===== src/rtl/freq_div_pkg.sv =====
// Shared definitions for the clock divider and its frequency detector:
// divide-ratio table, detector FSM states and default widths.
package freq_div_pkg;

    localparam int WIDTH_SEL_DEF    = 3;
    localparam int WIDTH_INSIDE_DEF = 32;

    typedef enum logic [1:0] {
        IDLE,
        MEASURE,
        LOCKED
    } fd_state_e;

    // Select code k divides by 2^(k+1).
    function automatic logic [31:0] sel_to_ratio(input int k);
        return 32'd1 << (k + 1);
    endfunction

endpackage


===== src/rtl/edge_sync.sv =====
// Two-flop synchroniser followed by an edge flop; flags a rising edge of din
// for one clk cycle, two cycles after it is first sampled.
module edge_sync (
    input  logic clk,
    input  logic RST,
    input  logic din,
    output logic rise
);

    logic [2:0] sync_pipe;

    always_ff @(posedge clk) begin
        if (!RST) sync_pipe <= '0;
        else      sync_pipe <= {sync_pipe[1:0], din};
    end

    assign rise = sync_pipe[1] & ~sync_pipe[2];

endmodule


===== src/rtl/freq_detector.sv =====
// Measures the period of a divided clock fin and recovers its select code.
// Optional FREQ_DETECTOR_TOL_EN: accept periods within +/-1 cycle of a ratio.
module freq_detector
    import freq_div_pkg::*;
#(
    parameter int width_sel    = WIDTH_SEL_DEF,
    parameter int width_inside = WIDTH_INSIDE_DEF,
    parameter int LOCK_CNT     = 2,
    parameter int TIMEOUT      = 512
) (
    input  logic                    clk,
    input  logic                    RST,
    input  logic                    fin,
    output logic [width_sel-1:0]    fsel_out,
    output logic                    locked,
    output logic                    per_pulse,
    output logic                    per_match,
    output logic [width_inside-1:0] period
);

    localparam int NUM_SEL = 1 << width_sel;
    localparam int HITS_W  = $clog2(LOCK_CNT + 1);
    localparam logic [width_inside-1:0] TO_VAL = width_inside'(TIMEOUT - 1);

    logic                    rise;
    logic [width_inside-1:0] cnt;
    logic [width_inside-1:0] meas;
    logic [NUM_SEL-1:0]      hit;
    logic                    match;
    logic [width_sel-1:0]    code;
    logic                    timeout;
    logic                    pulse;

    fd_state_e               state, state_nxt;
    logic [width_sel-1:0]    cand, cand_nxt, fsel_nxt;
    logic [HITS_W-1:0]       hits, hits_nxt;
    logic                    locked_nxt;

    edge_sync u_sync (
        .clk  (clk),
        .RST  (RST),
        .din  (fin),
        .rise (rise)
    );

    // Period ending at this rise; saturates with the counter.
    assign meas    = (&cnt) ? cnt : cnt + 1'b1;
    assign timeout = (cnt == TO_VAL);

    for (genvar k = 0; k < NUM_SEL; k++) begin : g_cmp
        localparam logic [width_inside-1:0] RATIO = width_inside'(sel_to_ratio(k));
`ifdef FREQ_DETECTOR_TOL_EN
        assign hit[k] = (meas >= RATIO - 1'b1) && (meas <= RATIO + 1'b1);
`else
        assign hit[k] = (meas == RATIO);
`endif
    end

    // Smallest matching code wins where tolerance windows overlap.
    always_comb begin
        match = 1'b0;
        code  = '0;
        for (int k = NUM_SEL - 1; k >= 0; k--) begin
            if (hit[k]) begin
                match = 1'b1;
                code  = width_sel'(k);
            end
        end
    end

    always_ff @(posedge clk) begin
        if (!RST) state <= IDLE;
        else      state <= state_nxt;
    end

    always_comb begin
        state_nxt  = state;
        cand_nxt   = cand;
        hits_nxt   = hits;
        fsel_nxt   = fsel_out;
        locked_nxt = locked;
        pulse      = 1'b0;
        case (state)
            IDLE: begin
                hits_nxt = '0;
                if (rise) state_nxt = MEASURE;
            end
            MEASURE: begin
                if (rise) begin
                    pulse = 1'b1;
                    if (match && code == cand) begin
                        hits_nxt = hits + 1'b1;
                    end else begin
                        cand_nxt = code;
                        hits_nxt = HITS_W'(match);
                    end
                    if (hits_nxt == HITS_W'(LOCK_CNT)) begin
                        state_nxt  = LOCKED;
                        fsel_nxt   = cand_nxt;
                        locked_nxt = 1'b1;
                    end
                end else if (timeout) begin
                    state_nxt  = IDLE;
                    locked_nxt = 1'b0;
                end
            end
            LOCKED: begin
                if (rise) begin
                    pulse = 1'b1;
                    if (!(match && code == fsel_out)) begin
                        state_nxt  = MEASURE;
                        locked_nxt = 1'b0;
                        cand_nxt   = code;
                        hits_nxt   = HITS_W'(match);
                    end
                end else if (timeout) begin
                    state_nxt  = IDLE;
                    locked_nxt = 1'b0;
                end
            end
            default: state_nxt = IDLE;
        endcase
    end

    always_ff @(posedge clk) begin
        if (!RST) begin
            cnt       <= '0;
            period    <= '0;
            per_pulse <= 1'b0;
            per_match <= 1'b0;
            locked    <= 1'b0;
            fsel_out  <= '0;
            cand      <= '0;
            hits      <= '0;
        end else begin
            cand      <= cand_nxt;
            hits      <= hits_nxt;
            fsel_out  <= fsel_nxt;
            locked    <= locked_nxt;
            per_pulse <= pulse;
            per_match <= pulse & match;
            if (state == IDLE || rise) cnt <= '0;
            else if (!(&cnt))          cnt <= cnt + 1'b1;
            if (pulse) period <= meas;
        end
    end

endmodule

===== config.mk =====
export PLATFORM = sky130hd
export DESIGN_NAME = freq_detector
export DESIGN_NICKNAME = d
export VERILOG_FILES = /design/src/rtl/freq_div_pkg.sv /design/src/rtl/edge_sync.sv /design/src/rtl/freq_detector.sv
export SDC_FILE = /design/constraint.sdc
export NUM_CORES = 1
export LEC_CHECK = 0
export CAP_MARGIN = 10
export CORE_MARGIN = 3
export CORE_UTILIZATION = 30
export DETAILED_ROUTE_END_ITERATION = 12
export GPL_TIMING_DRIVEN = 0
export PLACE_DENSITY_LB_ADDON = 0.12
export SLEW_MARGIN = 20
export SYNTH_ARGS = -nofsm -noshare
export SYNTH_HDL_FRONTEND = slang
export SYNTH_HIERARCHICAL = 1
export SYNTH_SLANG_ARGS = --single-unit

===== constraint.sdc =====
create_clock -name clk -period 8.5 [get_ports clk]
set_input_delay 1.275 -clock clk [delete_from_list [all_inputs] [get_ports clk]]
set_output_delay 1.275 -clock clk [all_outputs]
set_load 0.02 [all_outputs]

==> results.toml <==
[status]
outcome = "completed"

[detailed_routing]
topRoutingLayerUsed = "met4"
antenna_left = 0
avgRoutedWirePerCell_um = 18.2
wl_met2_um = 6780
post-route-drc-count = 0
wl_met3_um = 997
viasPerCell = 5.48
dr.pass1.iters = 6
wl_met1_um = 7580
drt-initial-drc-count = 346
wirelength_um = 15600
vias = 4718

[cells_and_area]
final_common_cell = "dfxtp_1"
area_growth_pct = 19.8
design_area_um2 = 5780
layout-drive-gt1-share_pct = 8.00
layoutNonFillerInstCount = 861
fillers = 1656
antenna_cells = 0
final_cell_mix = "dfxtp_1 (80), nor2_1 (60), nand2_1 (58)"
nets = 654

[floorplanning]
fp.dieArea_um2 = 17600
ios = 41
num_rows = 45
core_um2 = 15500
fp.dieH_um = 133
die_w_um = 133
start_util_pct = 31.1

[sta]
report.final.slew_viol_count = 0
setup_viol = 0
period_needed_ns = 4.58
fin_skew_ns = 0.00958
finalCritPeriodShare_pct = 53.9
tightestPinTransition_ns = 0.987
fmax_mhz = 218
relSlewSlack_pct = 33.6
hold_viol_final = 0
rsz0062_at_grt = "false"
tns_ns = 0

[logic_synthesis]
ys_seq_area_share_pct = 33.2
yosysTopAreaCellShare_pct = 33.2
synth_top_family_by_area = "simple AND/OR/NAND/NOR gates"
synth_largest_area_cell = "dfxtp_1"
ys_async_sr_fraction_pct = 0
synth_xor_area_share_pct = 4.67
yosys.area_share.adder_pct = 1.30
synth_top_cells_by_area = "dfxtp_1 (33%), nor2_1 (4.7%), nand2_1 (4.5%)"
netlist_instances = 595
yosys.area_share.simple_pct = 33.3
yosys_warnings = 6
synth_mux_area_share_pct = 1.69
synth-edff-count = 0
synth-compound-area-share_pct = 20.8
synth_seq_cells = 80
avgSynthCellArea_um2 = 8.10
synth.distinct_cells = 80
synth-main-ff-cell = "dfxtp_1"
synthesis.nets = 603
synth_area_um2 = 4820

[placed_design]
place_congestion = 0.908
io_buffers = 40
dpl.hpwl_um = 11900
place_inst = 846
place_area_um2 = 5490

[cts]
cts_tree = "done"
insertion_delay_ns = 0.35
cts-root-buf = "clkbuf_16"
postCtsHoldBufs = 0
cts_setup_buffers = 0
max-clock-path-buffers = 2
post_cts_resize_count = 0
cts.reportedPaths.clkPinSlew_ns = 0.06
cts_sinks = 80
cts_buffers = 9
cts_max_level = 3

[critical_path]
cp.required_ns = 8.74
critPathLaunchType = "flip-flop"
worstSetupEndpointType = "flip-flop"
worst-setup-path-type = "flip-flop to flip-flop"
max_stage_delay_ns = 0.66
path_cells = "ha_1, buf_4, nand4_1, buf_2, nor4_4, nand3_4, a41oi_2, xnor2_1, o311ai_1, a31oi_1, o41ai_4, o21bai_2, a22oi_1, a41o_1"
path_delay_family = "compound AO/OA/AOI/OAI gates"
crit_fanout = 10
crit_buf_inv = 2
crit_slowest_cell = "o311ai_1"
cp.arrival_ns = 4.82

[pwr]
p_leak_nw = 2.11
totalPowerFinal_uw = 791
vdd_ir_drop_max_mv = 0.119
cellPowerDensity_nw_per_um2 = 137

[grt]
grt_pass1_wl_um = 25000
antenna_found_initial = 0
grt_overflow = 0
gr-usage-all-layers_pct = 18.0
grt_pass1_vias = 4410
grt_max_degree = 13

[job]
maxCapViolations = 0

[hold_path]
hp-class = "flip-flop to flip-flop"
## registers in the layout (all words and copies together) (netlist names)
register          count
cnt                  32
per_pulse             1
period               32
cand                  3
per_match             1
u_sync/sync_pipe      3
hits                  2
locked                1
state                 2
fsel_out              3
## final cells by class
cell class | count | area, um2 | share of cell area [%]
Buffer | 45 | 198 | 3.42
Clock buffer | 12 | 246 | 4.27
Clock inverter | 3 | 42.5 | 0.737
Inverter | 12 | 45.0 | 0.780
Multi-Input combinational cell | 458 | 2980 | 51.6
Sequential cell | 80 | 1600 | 27.7
Tap cell | 211 | 264 | 4.57
Timing Repair Buffer | 40 | 400 | 6.93
## through the flow
step	worst slack (ns)	hold slack [ns]	utilization (%)
after global placement	3.95	0.414	35.4
after CTS	3.95	0.438	37.3
after detailed placement	3.97	0.424	35.4
final	3.92	0.434	37.3
after global routing	3.59	0.464	37.3
after floorplan	4.92	0.412	-
## cells by family (layout without fill, tap and decap cells)
| logic type | after synthesis | count (layout) |
|---|---|---|
| and+or+nand+nor | 290 | 290 |
| muxes | 8 | 8 |
| buffers and inverters | 57 | 112 |
| xor gates and xnor gates | 24 | 24 |
| DFF | 80 | 80 |
| adders and majority gates | 5 | 5 |
| AOI/OAI and AO/OA | 131 | 131 |
## per-layer routing
metal	vias to the layer above	global-route usage, %
met3	22	4.90
met2	184	26.7
met1	2222	25.6
met5	-	0
li1	2290	-
met4	0	5.02
## worst paths after layout
check                           cells past startpoint           startpoint  slack, ns             endpoint
worst min register to register                      1  u_sync/sync_pipe[0]       0.43  u_sync/sync_pipe[1]
worst min-delay path                                1  u_sync/sync_pipe[0]       0.43  u_sync/sync_pipe[1]
worst max register to register                     14               cnt[1]       3.92             state[1]
worst max-delay path                               14               cnt[1]       3.92             state[1]
## worst register-to-register path, stage by stage, from the launching register on
cell,delay (ns)
dfxtp_1,0.47
ha_1,0.20
buf_4,0.15
nand4_1,0.21
buf_2,0.29
nor4_4,0.48
nand3_4,0.24
a41oi_2,0.25
xnor2_1,0.11
o311ai_1,0.66
a31oi_1,0.28
o41ai_4,0.56
o21bai_2,0.24
a22oi_1,0.11
a41o_1,0.20
## report_power, final
part / leakage, nW / switching [mW] / internal (mW)
combinational: 1.33 / 0.0180 / 0.0101
clock: 0.139 / 0.151 / 0.233
sequential: 0.645 / 0.00121 / 0.377
total: 2.11 / 0.171 / 0.621
## synth_stat cells, drive strengths merged, types with 8 or more instances
library cell	number
a21oi	19
inv	12
nor2	60
a31oi	8
nor2b	15
buf	18
nand2	58
o211a	16
nor3	23
nor4	23
and3	12
and2	22
nand4	18
nand3	30
clkbuf	27
o21ai	26
dfxtp	80
xnor2	19
Note: power is estimated with default switching activity, not from simulation.
